**src/rtl/id_ex_stage_reg.sv**
```systemverilog
// ID/EX pipeline register with operand forwarding, bubble insertion on
// load-use stalls, flush on redirect and a saturating bubble counter.
module id_ex_stage_reg #(
  parameter int unsigned DW  = 32,
  parameter int unsigned CW  = 16,
  parameter int unsigned BCW = 16
) (
  input  logic           clk,
  input  logic           rst,
  input  logic [DW-1:0]  R1_data,
  input  logic [DW-1:0]  R2_data,
  input  logic [DW-1:0]  Result_EX,
  input  logic [DW-1:0]  Result_MEM,
  input  logic           Forward_R1,
  input  logic           Forward_R1_2,
  input  logic           Forward_R2,
  input  logic           Forward_R2_2,
  input  logic           Stall_ID,
  input  logic           Flush,
  input  logic [CW-1:0]  CTRL_ID,
  input  logic [4:0]     WR_ID,
  input  logic [DW-1:0]  PC_ID,
  input  logic [DW-1:0]  Imm_ID,
  output logic [DW-1:0]  A_EX,
  output logic [DW-1:0]  B_EX,
  output logic [DW-1:0]  Imm_EX,
  output logic [DW-1:0]  PC_EX,
  output logic [CW-1:0]  CTRL_EX,
  output logic [4:0]     WR_EX,
  output logic           LW_EX,
  output logic           Valid_EX,
  output logic [BCW-1:0] Bubble_Count
);

  localparam logic [BCW-1:0] BcMax = {BCW{1'b1}};

  logic [DW-1:0]  a_d, a_q;
  logic [DW-1:0]  b_d, b_q;
  logic [DW-1:0]  imm_d, imm_q;
  logic [DW-1:0]  pc_d, pc_q;
  logic [CW-1:0]  ctrl_d, ctrl_q;
  logic [4:0]     wr_d, wr_q;
  logic           valid_d, valid_q;
  logic [BCW-1:0] bc_d, bc_q;
  logic [DW-1:0]  a_sel, b_sel;
  logic           bubble;

  // Forwarding muxes: the EX result is younger than MEM, so it wins.
  always_comb begin
    a_sel = Forward_R1 ? Result_EX : (Forward_R1_2 ? Result_MEM : R1_data);
    b_sel = Forward_R2 ? Result_EX : (Forward_R2_2 ? Result_MEM : R2_data);
  end

  // Next-state: flush and stall both load an all-zero bubble; otherwise capture ID.
  always_comb begin
    bubble  = Flush | Stall_ID;
    a_d     = '0;
    b_d     = '0;
    imm_d   = '0;
    pc_d    = '0;
    ctrl_d  = '0;
    wr_d    = '0;
    valid_d = 1'b0;
    bc_d    = bc_q;
    if (bubble) begin
      if (bc_q != BcMax) begin
        bc_d = bc_q + 1'b1;
      end
    end else begin
      a_d     = a_sel;
      b_d     = b_sel;
      imm_d   = Imm_ID;
      pc_d    = PC_ID;
      ctrl_d  = CTRL_ID;
      wr_d    = WR_ID;
      valid_d = 1'b1;
    end
  end

  // Stage register; reset overrides everything, including a concurrent stall.
  always_ff @(posedge clk) begin
    if (rst) begin
      a_q     <= '0;
      b_q     <= '0;
      imm_q   <= '0;
      pc_q    <= '0;
      ctrl_q  <= '0;
      wr_q    <= '0;
      valid_q <= 1'b0;
      bc_q    <= '0;
    end else begin
      a_q     <= a_d;
      b_q     <= b_d;
      imm_q   <= imm_d;
      pc_q    <= pc_d;
      ctrl_q  <= ctrl_d;
      wr_q    <= wr_d;
      valid_q <= valid_d;
      bc_q    <= bc_d;
    end
  end

  // Outputs come straight from flops; LW_EX is just the load bit of the control bundle.
  always_comb begin
    A_EX         = a_q;
    B_EX         = b_q;
    Imm_EX       = imm_q;
    PC_EX        = pc_q;
    CTRL_EX      = ctrl_q;
    WR_EX        = wr_q;
    LW_EX        = ctrl_q[0];
    Valid_EX     = valid_q;
    Bubble_Count = bc_q;
  end

endmodule

```
**config.mk**
```make
export PLATFORM = sky130hd
export DESIGN_NAME = id_ex_stage_reg
export DESIGN_NICKNAME = d
export VERILOG_FILES = /design/src/rtl/id_ex_stage_reg.sv
export SDC_FILE = /design/constraint.sdc
export NUM_CORES = 1
export LEC_CHECK = 0
export CAP_MARGIN = 20
export CORE_AREA = 2 2 151 153
export DETAILED_ROUTE_END_ITERATION = 16
export DIE_AREA = 0 0 153 155
export PLACE_DENSITY = 0.7
export SYNTH_ARGS = -nofsm -noshare
export SYNTH_HDL_FRONTEND = slang
export SYNTH_SLANG_ARGS = --single-unit
```
**constraint.sdc**
```tcl
create_clock -name clk -period 2.5 [get_ports clk]
set_input_delay 0.5 -clock clk [delete_from_list [all_inputs] [get_ports clk]]
set_output_delay 0.5 -clock clk [all_outputs]
set_load 0.01 [all_outputs]
```
* Word level (Yosys, flattened, before mapping)
Cells that the tools add are included.
Operators by class: reductions and logical operators 2, bitwise gates (word level) 1, multiplexer cells 5, $add $sub $neg 1, equal/unequal tests 1
Operators with widths (count):
- 2-to-1 mux 32 bit | 4
- adder 16 x 1 -> 16 bit, second input constant | 1
- != test 16 bit, second input constant | 1
- AND reduction 2 bit | 1
- OR reduction 2 bit | 1
- 2-to-1 mux 1 bit | 1
- bitwise OR 1 bit | 1
Word-level totals: bits of input ports 221, register bits after elaboration 166

* Longest topological paths before layout
Gate-level depths: netlist (run 1).
word-level depth 2, mapped depth 6, depth with buffers taken out 5

* Worst setup path after synthesis (run 1)
OpenSTA, ideal clock, no wires.
path type input to register, start input port Stall_ID, end register bc_q[15], in the netlist Bubble_Count[15], data arrival time 1679 ps, buffers on the path 1, stages 5, path slack 697 ps, path through nor2_1 > or3_4 > buf_6 > nor4_1 > mux2_1
On the way: cells in the longest elaborated chain, start to end 2
RTL lines:
- from (decl) | line 18 | input logic Stall_ID,
- bitwise OR 1 bit | line 56 | bubble = Flush | Stall_ID;
- AND reduction 2 bit (no source line)
- to (signal assigned) | line 90 | bc_q <= '0;
- to (signal assigned) | line 99 | bc_q <= bc_d;
- to (decl) | line 44 | logic [BCW-1:0] bc_d, bc_q;
No other way between the ends. A chain may end at the register's enable or synchronous reset.

* Worst setup path after layout (run 1)
start register bc_q[5], in the netlist Bubble_Count[5], end output port Bubble_Count[5]
RTL lines:
- to (decl) | line 32 | output logic [BCW-1:0] Bubble_Count
No word-level cell between the ends.

==> results of run 1 <==
per-stage QoR:
step | hold WS, ns | total power [uW]
6_report | 0.5199 | 6191
5_1_grt | 0.5541 | 6477
4_1_cts | 0.5203 | 6291
2_1_floorplan | 0.5163 | 3091
3_3_place_gp | 0.5049 | 3665
3_5_place_dp | 0.5078 | 3669
synthesized netlist by cell type, drive strengths merged:
cell type	number	area share, %
or2	1	0.10
nor2b	5	0.52
nand2b	2	0.21
mux2i	65	11
a211oi	3	0.37
or4	6	0.75
nand4	4	0.42
o21ai	3	0.25
and2	86	8.9
nand2	9	0.56
nand3	6	0.58
nor4	3	0.31
or3	5	0.60
o31ai	5	0.62
buf	15	1.3
nor3	5	0.42
mux2	5	0.93
o2111a	1	0.19
a21oi	73	6.1
dfxtp	166	55
nor2	138	8.6
and4	1	0.15
and3	1	0.10
inv	3	0.19
ha	1	0.21
clkbuf	28	1.7
cell usage in the layout (no fill, tap or decap), types with 2 or more instances in the layout:
cell type and n:
sky130_fd_sc_hd__buf_2 4, sky130_fd_sc_hd__a211oi_1 3, sky130_fd_sc_hd__or3_1 3, sky130_fd_sc_hd__o31ai_1 5, sky130_fd_sc_hd__nand3_1 5, sky130_fd_sc_hd__nor4_1 3, sky130_fd_sc_hd__a21oi_1 73, sky130_fd_sc_hd__nand2b_1 2
sky130_fd_sc_hd__nor2_1 138, sky130_fd_sc_hd__clkinv_8 4, sky130_fd_sc_hd__mux2i_1 65, sky130_fd_sc_hd__o21ai_0 3, sky130_fd_sc_hd__clkdlybuf4s50_1 383, sky130_fd_sc_hd__nor3_1 5, sky130_fd_sc_hd__or4_1 6, sky130_fd_sc_hd__buf_12 7
sky130_fd_sc_hd__clkinvlp_4 3, sky130_fd_sc_hd__clkbuf_16 17, sky130_fd_sc_hd__nor2b_1 5, sky130_fd_sc_hd__dfxtp_1 166, sky130_fd_sc_hd__and2_1 86, sky130_fd_sc_hd__nand4_1 4, sky130_fd_sc_hd__inv_1 2, sky130_fd_sc_hd__inv_6 2
sky130_fd_sc_hd__inv_8 4, sky130_fd_sc_hd__mux2_1 5, sky130_fd_sc_hd__nand2_1 9, sky130_fd_sc_hd__buf_4 2
power by group through the flow:
| stage | Clock [uW] | Combinational [uW] | Sequential [uW] |
|---|---|---|---|
| floorplan | 0 | 256 | 2840 |
| global placement | 0 | 864 | 2800 |
| detailed placement | 0 | 868 | 2800 |
| CTS | 2680 | 873 | 2740 |
| global route | 2790 | 935 | 2750 |
| finish | 2580 | 868 | 2740 |
cell type report:
| type | instances | area (sq um) | area share (%) |
|---|---|---|---|
| clock inverter | 15 | 163.9 | 1.517 |
| timing repair buffer | 396 | 4009 | 37.11 |
| multi-input combinational | 428 | 2512 | 23.26 |
| tap | 285 | 356.6 | 3.301 |
| clock buffer | 17 | 425.4 | 3.938 |
| inverter | 3 | 11.26 | 0.1043 |
| sequential | 166 | 3323 | 30.77 |
sequential cells by signal, indices dropped and copies added, names as in the netlist:
| signal | cells |
|---|---|
| A_EX | 32 |
| B_EX | 32 |
| Imm_EX | 32 |
| PC_EX | 32 |
| Bubble_Count | 16 |
| CTRL_EX | 16 |
| WR_EX | 5 |
| Valid_EX | 1 |
final timing paths:
check,from,endpoint,cells after the start
setup / recovery,Bubble_Count[5],Bubble_Count[5],1
hold / removal,Bubble_Count[1],Bubble_Count[1],2
setup reg to reg,Bubble_Count[8],Bubble_Count[0],4
hold reg to reg,Bubble_Count[1],Bubble_Count[1],2
metal layers:
metal  vias up  GRT usage [%]
met5         -              0
met4         0          6.790
met3        32          4.345
met2       201          30.32
met1      2593          21.32
li1       2864              -
cell families (layout without fill, tap and decap cells):
kind of cell,after synthesis,count (layout)
simple gates,272,272
flops,166,166
compound gates,85,85
mux,70,70
buf+inv,46,431
fa+ha+maj,1,1
==> run metrics, run 1 <==
Max Fclk 504.2 MHz; Final Instance Count excl. Fillers 1310; net switching fraction of the power 25.65%; number of antenna cells inserted 0; Tmin final 1.983 ns; Seq pwr share 44.2%; hold-fix buffers at CTS 0; Final setup viols 0; CP max stage cell sky130_fd_sc_hd__clkdlybuf4s50_1; portion of netlist area occupied by mux cells 11.73%; pin slew with the least headroom to its limit 0.6972 ns; #FFs+latches synth 166; Final Routed Wirelength 21550 um; Peak supply drop 0.3886 mV; total number of vias 5690; critical path cell sequence clkdlybuf4s50_1; run status complete, no violations; total die area 0.02372 sq mm; maximum number of pins on one net before global-route repair 87; fraction of final layout cells sized beyond drive strength 1 4.878%; Max Transition Viols Final 0; die width 153 um; nets in the synthesized netlist 862; post-detail-place hpwl 16330 um; Worst Path Max Fanout 8; global router's overall resource usage 17.63%; flop2flop setup slack 0.60 ns; number of buffers inserted to repair setup after CTS 0; number of fill cells in the layout 2083; level count of the clock H-tree 4; adder-cell share of the synthesized area 0.2076%; Critical Path Start Type flip-flop; cell area after synthesis 0.006027 sq mm; vias in the first global route 5601; combinational power share 14.0%; Worst EP arrival 1.48 ns; initial antenna violation count 0; initial cell density of the core 27.12%; via/cell ratio 4.344; first-pass iteration count of the detailed router 5; DR WL met3 1184 um; number of port buffers 387; Core Footprint 0.02223 sq mm; syn avg cell area 9.417 sq um; Site Rows 55; distinct cell type count after synthesis 32; # IOs 388; dpl cells 1278; clock network fraction of design power 41.7%; Resized cells post-CTS 0; buffering stage count on the worst path with inverters included 1; total routed wire length on the met1 layer 9072 um; Post-layout nets 1234; Min-Delay Path Class flip-flop to flip-flop; number of standard cells after synthesis 640; total CTS buffers 17; internal power component 4603 uW; RePlAce Congestion 0.8341; Sinks on Clock Net 166; clock tree from TritonCTS yes; number of violations reported at the end of detailed-routing iteration 0 182; met2 WL 10740 um; per-cell routed wire length 16.45 um; kind of cell with the highest combined delay on the critical path buffers and inverters; DRT antenna net count 0; Worst Slack Setup Final 0.5168 ns; post-CTS clock slew at the launch and capture registers of the worst setup and hold paths 0.07 ns; area growth from synthesis to layout 79.22%; final design area excluding fillers 0.01080 sq mm; Bufs on Longest Clock Path 2; clock skew 0.006993 ns; Post-Synth Simple-Gate Area 22.23%; sequential element share of the synthesized area 55.14%; xor/xnor share of the synthesized area 0%; total negative slack 0 ns; global-route wire length before repair 32330 um; required time of the critical path 2.00 ns; Final Cycle Share 79.33%; Worst Path Class, Setup flip-flop to output port; max capacitance violation total 0; net switching power of the design 1588 uW; DRC viols 0; top routing layer in use met4; dominant combinational cell family by area after synthesis simple AND/OR/NAND/NOR gates; clock latency on the worst-skew pair 0.42 ns; Yosys Warn Count 0; standard cell area after detailed placement 0.01021 sq mm; pre-CTS setup slack 0.1552 ns; Pleak 0.004214 uW; slowest stage delay, CP 0.59 ns; Worst slew margin 53.52%; utilization of the core after routing 48.60%; power density normalized to cell area 573.2 mW/mm^2; Fin. Hold Viols 0; kind of end point of the critical path output port; compound-gate portion of the synthesized area 7.494%; unrepaired setup endpoints after global routing false; clock root cell sky130_fd_sc_hd__clkbuf_16; die extent in y 155 um; overflow left after global routing 0
Note: power is estimated with default switching activity, not from simulation.
==> run 2: changes to the inputs <==
Settings changed: PLACE_DENSITY 0.7 to 0.73.
Clock period 2.5 ns to 1.7 ns, I/O delays scaled along.
==> run metrics, run 2 (synthesis gave the netlist of run 1 again) <==
final design area excluding fillers 0.01117 sq mm (+3.4%); total negative slack 0 ns (unchanged); clock latency on the worst-skew pair 0.42 ns (about the same); total CTS buffers 17 (unchanged); count of cell instances traversed by the critical path 5 (+4); per-cell routed wire length 15.62 um (-5.0%); number of fill cells in the layout 2079 (-0.19%); Worst EP arrival 1.98 ns (+0.50 ns); power density normalized to cell area 824.7 mW/mm^2 (+44%); number of port buffers 387 (unchanged); Sinks on Clock Net 166 (unchanged); Tmin final 1.679 ns; clock tree from TritonCTS yes; level count of the clock H-tree 4 (unchanged); number of antenna cells inserted 0 (unchanged); storage element area 0.003339 sq mm (+0.49%); kind of cell with the highest combined delay on the critical path simple AND/OR/NAND/NOR gates; required time of the critical path 2.00 ns (about the same); commonest non-fill, non-tap cells in the layout 353 x sky130_fd_sc_hd__clkdlybuf4s50_1, 157 x sky130_fd_sc_hd__dfxtp_1, 137 x sky130_fd_sc_hd__nor2_1; run status complete, no violations; vias in the first global route 5862 (+4.7%); CP max stage cell sky130_fd_sc_hd__clkdlybuf4s50_1; Worst slew margin 75.55% (+22 points); die width 153 um (unchanged); Post-layout nets 1271 (+3.0%); via/cell ratio 4.330 (-0.30%); slowest stage delay, CP 0.49 ns (-0.10 ns); total number of vias 5833 (+2.5%); number of violations reported at the end of detailed-routing iteration 0 219 (+20%); Pleak 0.004701 uW (+12%); number of buffers inserted to repair setup after CTS 0 (unchanged); total die area 0.02372 sq mm (unchanged); kind of end point of the critical path flip-flop; initial antenna violation count 0 (unchanged); fraction of final layout cells sized beyond drive strength 1 9.981% (+5.1 points); cell count of the worst hold path 3 (+1); commonest non-fill, non-tap cell in the layout sky130_fd_sc_hd__clkdlybuf4s50_1; flop2flop setup slack 0.05 ns (-0.55 ns); pin slew with the least headroom to its limit 0.3633 ns (-0.3338 ns); Core Footprint 0.02223 sq mm (unchanged); RePlAce Congestion 0.9039 (+8.4%); Critical Path Start Type input pin; buffering stage count on the worst path with inverters included 1 (unchanged); Final setup viols 0 (unchanged); standard cell area after detailed placement 0.01047 sq mm (+2.6%); post-detail-place hpwl 16180 um (-0.94%); Worst Path Class, Setup input pin to flip-flop; area growth from synthesis to layout 85.28%; depth of the most critical reg-to-reg path 4 (unchanged); Max Transition Viols Final 0 (unchanged); area occupied by multi-input gates 0.002574 sq mm (+2.4%); # IOs 388 (unchanged); global router's overall resource usage 17.27% (-0.35 points); first-pass iteration count of the detailed router 4 (-1); post-CTS clock slew at the launch and capture registers of the worst setup and hold paths 0.07 ns (about the same); clock skew 0.006019 ns (-0.0009743 ns); clock root cell sky130_fd_sc_hd__clkbuf_16; DRC viols 0 (unchanged); Max Fclk 595.7 MHz; Worst Path Max Fanout 6 (-2); Final Routed Wirelength 21040 um (-2.3%); global-route wire length before repair 32260 um (-0.19%); die extent in y 155 um (unchanged); DRT antenna net count 0 (unchanged); max capacitance violation total 0 (unchanged); maximum number of pins on one net before global-route repair 65 (-25%); unrepaired setup endpoints after global routing true; critical path cell sequence clkdlybuf4s50_1 > nor2_1 > or3_4 > nor4_1 > mux2_1; Site Rows 55 (unchanged); Min-Delay Path Class input pin to flip-flop; Peak supply drop 0.5268 mV (+36%); Fin. Hold Viols 0 (unchanged); initial cell density of the core 27.12% (unchanged); Bufs on Longest Clock Path 2 (unchanged); overflow left after global routing 0 (unchanged); Final Cycle Share 98.75%
run 2: per-stage QoR:
step                      util [%]  total power (uW)  setup WS (ns)  instances  hold WS (ns)
after global routing         50.24              9617       -0.03121       1347        0.3665
final                        50.24              9209        0.02133       1347        0.3721
after global placement       47.12              5414        -0.4395       1314        0.4924
after detailed placement     47.12              5425        -0.4432       1314        0.4963
after floorplan                  -              4548        0.01971        640        0.4617
after CTS                    49.87              9335       0.003389       1346        0.3525
run 2: final cells by class:
cell class | instances | share of cell area, %
clock buffers | 17 | 3.810
clock inverters | 15 | 1.636
inverters | 3 | 0.1008
multi-input cells | 429 | 23.05
flip-flops and latches | 166 | 29.90
well taps | 285 | 3.193
repair buffers | 432 | 38.31
run 2: repair_timing:
item / 4_1_cts / 5_1_grt
gates cloned: 0 / 1
endpoints found under the hold margin: 0 / 0
gates resized for setup: 27 / 23
pin swaps: 0 / 2
endpoints found under the setup margin: 21 / 29
hold buffers: 0 / 0
run 2: report_power, final:
part | switching, uW | internal (uW) | leakage (uW)
Combinational | 471 | 831 | 0.00306
Sequential | 36.8 | 3990 | 0.00135
Clock | 1880 | 2000 | 0.000291
Total | 2390 | 6820 | 0.00470
run 2: final timing paths:
kind | startpoint | endpoint
worst max register to register | Bubble_Count[1] | Bubble_Count[15]
worst min-delay path | Forward_R1 | A_EX[11]
worst max-delay path | Stall_ID | Bubble_Count[15]
worst min register to register | Bubble_Count[10] | Bubble_Count[10]
run 2: worst reg2reg max path: cells and delay by family (launching register included):
| kind | cells | cell delay, ns |
|---|---|---|
| simple gates | 3 | 0.82 |
| mux | 1 | 0.34 |
| flops | 1 | 0.37 |
run 2: routing by layer:
metal	GRT usage, %	vias to the layer above	share of wire, %
met5	0	-	0
li1	-	2936	-
met1	20.85	2666	42
met3	4.708	36	5.6
met2	29.87	195	50
met4	5.732	0	2.3
